--- src/rtl/piano_pkg.sv ---
// rtl/piano_pkg.sv - shared key count, note codes, encoder states and note helpers
package piano_pkg;

    localparam int KEY_NUM = 7;
    localparam int NOTE_W  = 4;
    localparam int IDX_W   = 3;

    localparam logic [NOTE_W-1:0] NOTE_REST = 4'd0;
    localparam logic [NOTE_W-1:0] NOTE_DO   = 4'd1;
    localparam logic [NOTE_W-1:0] NOTE_RE   = 4'd2;
    localparam logic [NOTE_W-1:0] NOTE_MI   = 4'd3;
    localparam logic [NOTE_W-1:0] NOTE_FA   = 4'd4;
    localparam logic [NOTE_W-1:0] NOTE_SOL  = 4'd5;
    localparam logic [NOTE_W-1:0] NOTE_LA   = 4'd6;
    localparam logic [NOTE_W-1:0] NOTE_TI   = 4'd7;

    typedef enum logic {
        ST_IDLE   = 1'b0,
        ST_ACTIVE = 1'b1
    } state_t;

    function automatic logic [IDX_W-1:0] highest_index(input logic [KEY_NUM-1:0] v);
        logic [IDX_W-1:0] idx;
        idx = '0;
        for (int i = 0; i < KEY_NUM; i++) begin
            if (v[i]) idx = IDX_W'(i);
        end
        return idx;
    endfunction

    function automatic logic [NOTE_W-1:0] index_to_note(input logic [IDX_W-1:0] idx);
        logic [NOTE_W-1:0] code;
        case (idx)
            3'd0:    code = NOTE_DO;
            3'd1:    code = NOTE_RE;
            3'd2:    code = NOTE_MI;
            3'd3:    code = NOTE_FA;
            3'd4:    code = NOTE_SOL;
            3'd5:    code = NOTE_LA;
            3'd6:    code = NOTE_TI;
            default: code = NOTE_REST;
        endcase
        return code;
    endfunction

endpackage

--- src/rtl/key_debounce.sv ---
// rtl/key_debounce.sv - single-key 2-flop synchroniser and stable-level debounce counter
module key_debounce #(
    parameter int unsigned DEBOUNCE_CYCLES = 2000000
) (
    input  logic clk,
    input  logic reset,
    input  logic raw,
    output logic level
);

    localparam int unsigned      CNT_W    = $clog2(DEBOUNCE_CYCLES);
    localparam logic [CNT_W-1:0] CNT_LAST = CNT_W'(DEBOUNCE_CYCLES - 1);

    logic             sync_meta;
    logic             sync_stable;
    logic [CNT_W-1:0] cnt;

    always_ff @(posedge clk) begin
        if (reset) begin
            sync_meta   <= 1'b0;
            sync_stable <= 1'b0;
            level       <= 1'b0;
            cnt         <= '0;
        end else begin
            sync_meta   <= raw;
            sync_stable <= sync_meta;
            // any return to the held level restarts the stability window
            if (sync_stable == level) begin
                cnt <= '0;
            end else if (cnt == CNT_LAST) begin
                level <= sync_stable;
                cnt   <= '0;
            end else begin
                cnt <= cnt + 1'b1;
            end
        end
    end

endmodule

--- src/rtl/key_debounce_encoder.sv ---
// rtl/key_debounce_encoder.sv - debounced 7-key last-pressed note encoder; KEY_REPEAT_EN adds auto-repeat
module key_debounce_encoder
    import piano_pkg::*;
#(
    parameter int unsigned DEBOUNCE_CYCLES = 2000000,
    parameter int unsigned REPEAT_CYCLES   = 25000000
) (
    input  logic               clk,
    input  logic               reset,
    input  logic [KEY_NUM-1:0] keys,
    input  logic [1:0]         octave,
    output logic [KEY_NUM-1:0] held_keys,
    output logic [NOTE_W-1:0]  note,
    output logic               note_on,
    output logic               note_off,
    output logic [1:0]         octave_out
);

    if (DEBOUNCE_CYCLES < 2 || REPEAT_CYCLES < 2) begin : g_param_check
        $error("key_debounce_encoder: DEBOUNCE_CYCLES and REPEAT_CYCLES must be at least 2");
    end

    for (genvar i = 0; i < KEY_NUM; i++) begin : g_key
        key_debounce #(
            .DEBOUNCE_CYCLES(DEBOUNCE_CYCLES)
        ) u_key_debounce (
            .clk  (clk),
            .reset(reset),
            .raw  (keys[i]),
            .level(held_keys[i])
        );
    end

    logic [KEY_NUM-1:0] held_prev;
    logic [KEY_NUM-1:0] rise;
    logic [KEY_NUM-1:0] fall;

    state_t             state;
    state_t             state_next;
    logic [IDX_W-1:0]   active_idx;
    logic [IDX_W-1:0]   idx_next;
    logic [NOTE_W-1:0]  note_next;
    logic               on_next;
    logic               off_next;
    logic [1:0]         oct_next;
    logic               repeat_due;

    assign rise = held_keys & ~held_prev;
    assign fall = ~held_keys & held_prev;

`ifdef KEY_REPEAT_EN
    localparam int unsigned      REP_W    = $clog2(REPEAT_CYCLES);
    localparam logic [REP_W-1:0] REP_LAST = REP_W'(REPEAT_CYCLES - 1);

    logic [REP_W-1:0] repeat_cnt;

    // counts cycles since the last onset while a key is sounding
    always_ff @(posedge clk) begin
        if (reset || state != ST_ACTIVE || on_next) begin
            repeat_cnt <= '0;
        end else begin
            repeat_cnt <= repeat_cnt + 1'b1;
        end
    end

    assign repeat_due = (state == ST_ACTIVE) && (repeat_cnt == REP_LAST);
`else
    assign repeat_due = 1'b0;
`endif

    always_ff @(posedge clk) begin
        if (reset) begin
            held_prev  <= '0;
            state      <= ST_IDLE;
            active_idx <= '0;
            note       <= NOTE_REST;
            note_on    <= 1'b0;
            note_off   <= 1'b0;
            octave_out <= 2'd0;
        end else begin
            held_prev  <= held_keys;
            state      <= state_next;
            active_idx <= idx_next;
            note       <= note_next;
            note_on    <= on_next;
            note_off   <= off_next;
            octave_out <= oct_next;
        end
    end

    always_comb begin
        state_next = state;
        idx_next   = active_idx;
        note_next  = note;
        on_next    = 1'b0;
        off_next   = 1'b0;
        oct_next   = octave_out;
        case (state)
            ST_IDLE: begin
                if (|rise) begin
                    state_next = ST_ACTIVE;
                    idx_next   = highest_index(rise);
                    on_next    = 1'b1;
                end
            end
            ST_ACTIVE: begin
                // a new press outranks the release of the sounding key
                if (|rise) begin
                    idx_next = highest_index(rise);
                    on_next  = 1'b1;
                end else if (fall[active_idx]) begin
                    if (|held_keys) begin
                        idx_next = highest_index(held_keys);
                        on_next  = 1'b1;
                    end else begin
                        state_next = ST_IDLE;
                        note_next  = NOTE_REST;
                        off_next   = 1'b1;
                    end
                end else if (repeat_due) begin
                    on_next = 1'b1;
                end
            end
            default: state_next = ST_IDLE;
        endcase
        if (on_next) begin
            note_next = index_to_note(idx_next);
            oct_next  = octave;
        end
    end

endmodule

--- config.mk ---
export PLATFORM = sky130hd
export DESIGN_NAME = key_debounce_encoder
export DESIGN_NICKNAME = d
export VERILOG_FILES = /design/src/rtl/piano_pkg.sv /design/src/rtl/key_debounce.sv /design/src/rtl/key_debounce_encoder.sv
export SDC_FILE = /design/constraint.sdc
export NUM_CORES = 1
export LEC_CHECK = 0
export CAP_MARGIN = 0
export CORE_AREA = 2 2 131 133
export DETAILED_ROUTE_END_ITERATION = 10
export DIE_AREA = 0 0 133 135
export PLACE_DENSITY_LB_ADDON = 0.3
export SYNTH_ARGS = -nofsm -noshare
export SYNTH_HDL_FRONTEND = slang
export SYNTH_HIERARCHICAL = 1
export SYNTH_SLANG_ARGS = --single-unit
--- constraint.sdc ---
create_clock -name clk -period 4.9 [get_ports clk]
set_input_delay 0.735 -clock clk [delete_from_list [all_inputs] [get_ports clk]]
set_output_delay 0.735 -clock clk [all_outputs]
set_load 0.03 [all_outputs]
==> flow_summary.toml <==
[status]
status = "complete, no violations"

[clock_tree]
cts_buffers = 17
cts-root-buf = "clkbuf_16"
post_cts_buffers = 0
cts_resized = 0
htree_levels = 4
clk_path_buf_depth = 2
tritoncts = "built"
numClockSinks = 186
clk_latency_ns = 0.43
hold_buffers = 0
clkSlewWorstSetupHoldPaths_ns = 0.07

[final_layout]
final_common_cell = "dfxtp_1"
post-route-util_pct = 59.1
n_antenna_cell = 0
nets = 994
area_delta_synth_final_pct = 12.3
multi_input_comb_area_um2 = 4620
regArea_um2 = 3720
postLayoutCellArea_um2 = 9700
drive_above_1_share_pct = 10.9
final_cell_mix = "dfxtp_1 (186), nor2_1 (112), xor2_1 (59), nand3_1 (55), a21oi_1 (50)"
nFillCells = 1439

[yosys]
yosysSeqAreaShare_pct = 43.1
ys_ff_latch = 186
syn_avg_cell_area_um2 = 9.14
yosysWarnings = 6
synth_enable_flop_cells = 0
synth_top_area_share_pct = 43.1
synth_cells = 945
synth_top_area_cell = "dfxtp_1"
ys_async_sr_fraction_pct = 0
synth_area_um2 = 8640
synthTopCellsByArea = "dfxtp_1 (43%), xor2_1 (6.0%), nor2_1 (4.9%)"
ys_types = 60
syn_nets = 967
synth_top_flop_cell = "dfxtp_1"

[floorplan]
die_h_um = 135
die_w_um = 133
dieArea_um2 = 18000
start_util_pct = 52.7
rows = 47
io_pins = 26
coreArea_um2 = 16400

[drt]
antenna_left = 0
vias = 6524
vias_per_cell = 5.41
drt_iter0_drc = 359
drt-pass1-iter-count = 4
wire_per_inst_um = 12.9
drt_drc_violations_left = 0
wl_um = 15600

[placed_design]
placed_cell_area_um2 = 9040
pre_cts_slack_ns = 1.86
portBuffers = 24
hpwl_um = 10800
gp_congestion = 0.864

[critical_path]
cp_top_family = "simple AND/OR/NAND/NOR gates"
crit_arrival_ns = 3.42
crit_buf_inv = 1
worstSetupEndpointType = "flip-flop"
path_cells = "nor4_1 -> nand2_1 -> nand3_1 -> nand3b_1 -> a31oi_1 -> inv_1 -> ha_1 -> or4_1 -> a32o_1"
worstSetupPathType = "flip-flop to flip-flop"
max_stage_delay_ns = 0.60
cp_data_required_time_ns = 5.22
cp_slowest_cell = "nor4_1"
critPathMaxFanout = 8
worst_setup_path_start_kind = "flip-flop"

[timing]
rsz0062_at_grt = "no"
max_freq_mhz = 322
max_slew_margin_pct = 57.7
worstMarginPinSlew_ns = 0.629
fin_crit_ns = 3.10
whs_ns = 0.440
setup_tns_ns = 0
setup-violations-final = 0
fin_crit_sh_pct = 63.4
slew_viol_final = 0
clock_skew_ns = 0.0100
hold_viol = 0
setup_ws_ns = 1.80

[pwr]
p_leak_nw = 3.25
vdd_drop_max_mv = 0.241
powerDensity_nw_per_um2 = 318

[run]
drv_cap = 0

[grt]
grt_usage_pct = 18.1
overflow = 0
grt_antenna_before_repair = 0
grt_start_max_net_pins = 32
grt_pass1_vias = 6064
grt_first_pass_wirelength_um = 27200

[worst_hold_path]
min_path_type = "flip-flop to flip-flop"
-- per-stage QoR --
step                total power, mW  std cells
floorplan                      1.58        945
global placement               1.60       1173
finish                         3.08       1205
CTS                            3.11       1205
global route                   3.18       1205
detailed placement             1.60       1173
-- state kept, by name, summed over array words and instances (netlist names) --
register                          count
g_key.u_key_debounce/sync_meta        7
active_idx                            3
note_off                              1
g_key.u_key_debounce/sync_stable      7
held_prev                             7
note                                  3
g_key.u_key_debounce/cnt            147
octave_out                            2
note_on                               1
g_key.u_key_debounce/level            7
state                                 1
-- cell usage after synthesis, types with 8 or more instances --
cell        n
a21oi_1    50
or2_2       8
o31ai_1    17
or4_1      18
inv_1      35
and4_1     14
nand2b_1   14
or3_1      35
buf_4      19
nand2_1    35
and3_1     14
o21ai_0    38
nand3_1    55
dfxtp_1   186
nor3_1     18
and4_2     12
xnor2_1    30
or4_4       8
ha_1       11
nor2b_1    29
xor2_1     59
nand4_1    30
nor2_1    112
-- per-layer routing --
layer  track usage, %  share of wire (%)  vias to the layer above
met5                0                  0                        -
met4             6.15                1.3                        0
met3             3.98                2.2                       12
met2             30.8                 46                       49
met1             23.0                 50                     3038
li1                 -                  -                     3425
-- area by class of cell --
| type | count | share of cell area, % |
|---|---|---|
| timing repair buffer | 31 | 2.97 |
| inverter | 35 | 1.35 |
| clock buffer | 17 | 4.39 |
| tap | 220 | 2.84 |
| clock inverter | 15 | 2.44 |
| multi-input combinational | 701 | 47.6 |
| sequential | 186 | 38.4 |
-- worst register-to-register path, delay by kind of cell (launching register included) --
kind	cells	cell delay, ns
adder cells (fa/ha/maj)	1	0.19
AND/OR/NAND/NOR	5	1.65
AO/OA/AOI/OAI	2	0.64
flip-flops	1	0.40
buffers and inverters	1	0.12
-- logic make-up after synthesis --
logic type | share of synthesized area (%)
AO/OA/AOI/OAI | 11.1
adder cells (fa/ha/maj) | 1.59
buffers and inverters | 3.45
flip-flops | 43.1
AND/OR/NAND/NOR | 31.2
other | 0.0434
XOR/XNOR | 9.02
multiplexers | 0.492
-- path summary, 6_finish.rpt --
kind                                                   startpoint                                   to  slack [ns]  cells after the start
worst max-delay path                g_key[1].u_key_debounce/level                              note[2]        1.80                      9
worst min-delay path            g_key[0].u_key_debounce/sync_meta  g_key[0].u_key_debounce/sync_stable        0.44                      1
worst max register to register      g_key[1].u_key_debounce/level                              note[2]        1.80                      9
worst min register to register  g_key[0].u_key_debounce/sync_meta  g_key[0].u_key_debounce/sync_stable        0.44                      1
-- where the power goes --
part           internal (mW)  switching [mW]  total (mW)
logic                 0.0164          0.0228      0.0392
registers               1.52         0.00416        1.52
clock network          0.919           0.602        1.52
total                   2.45           0.629        3.08
Note: power is estimated with default switching activity, not from simulation.
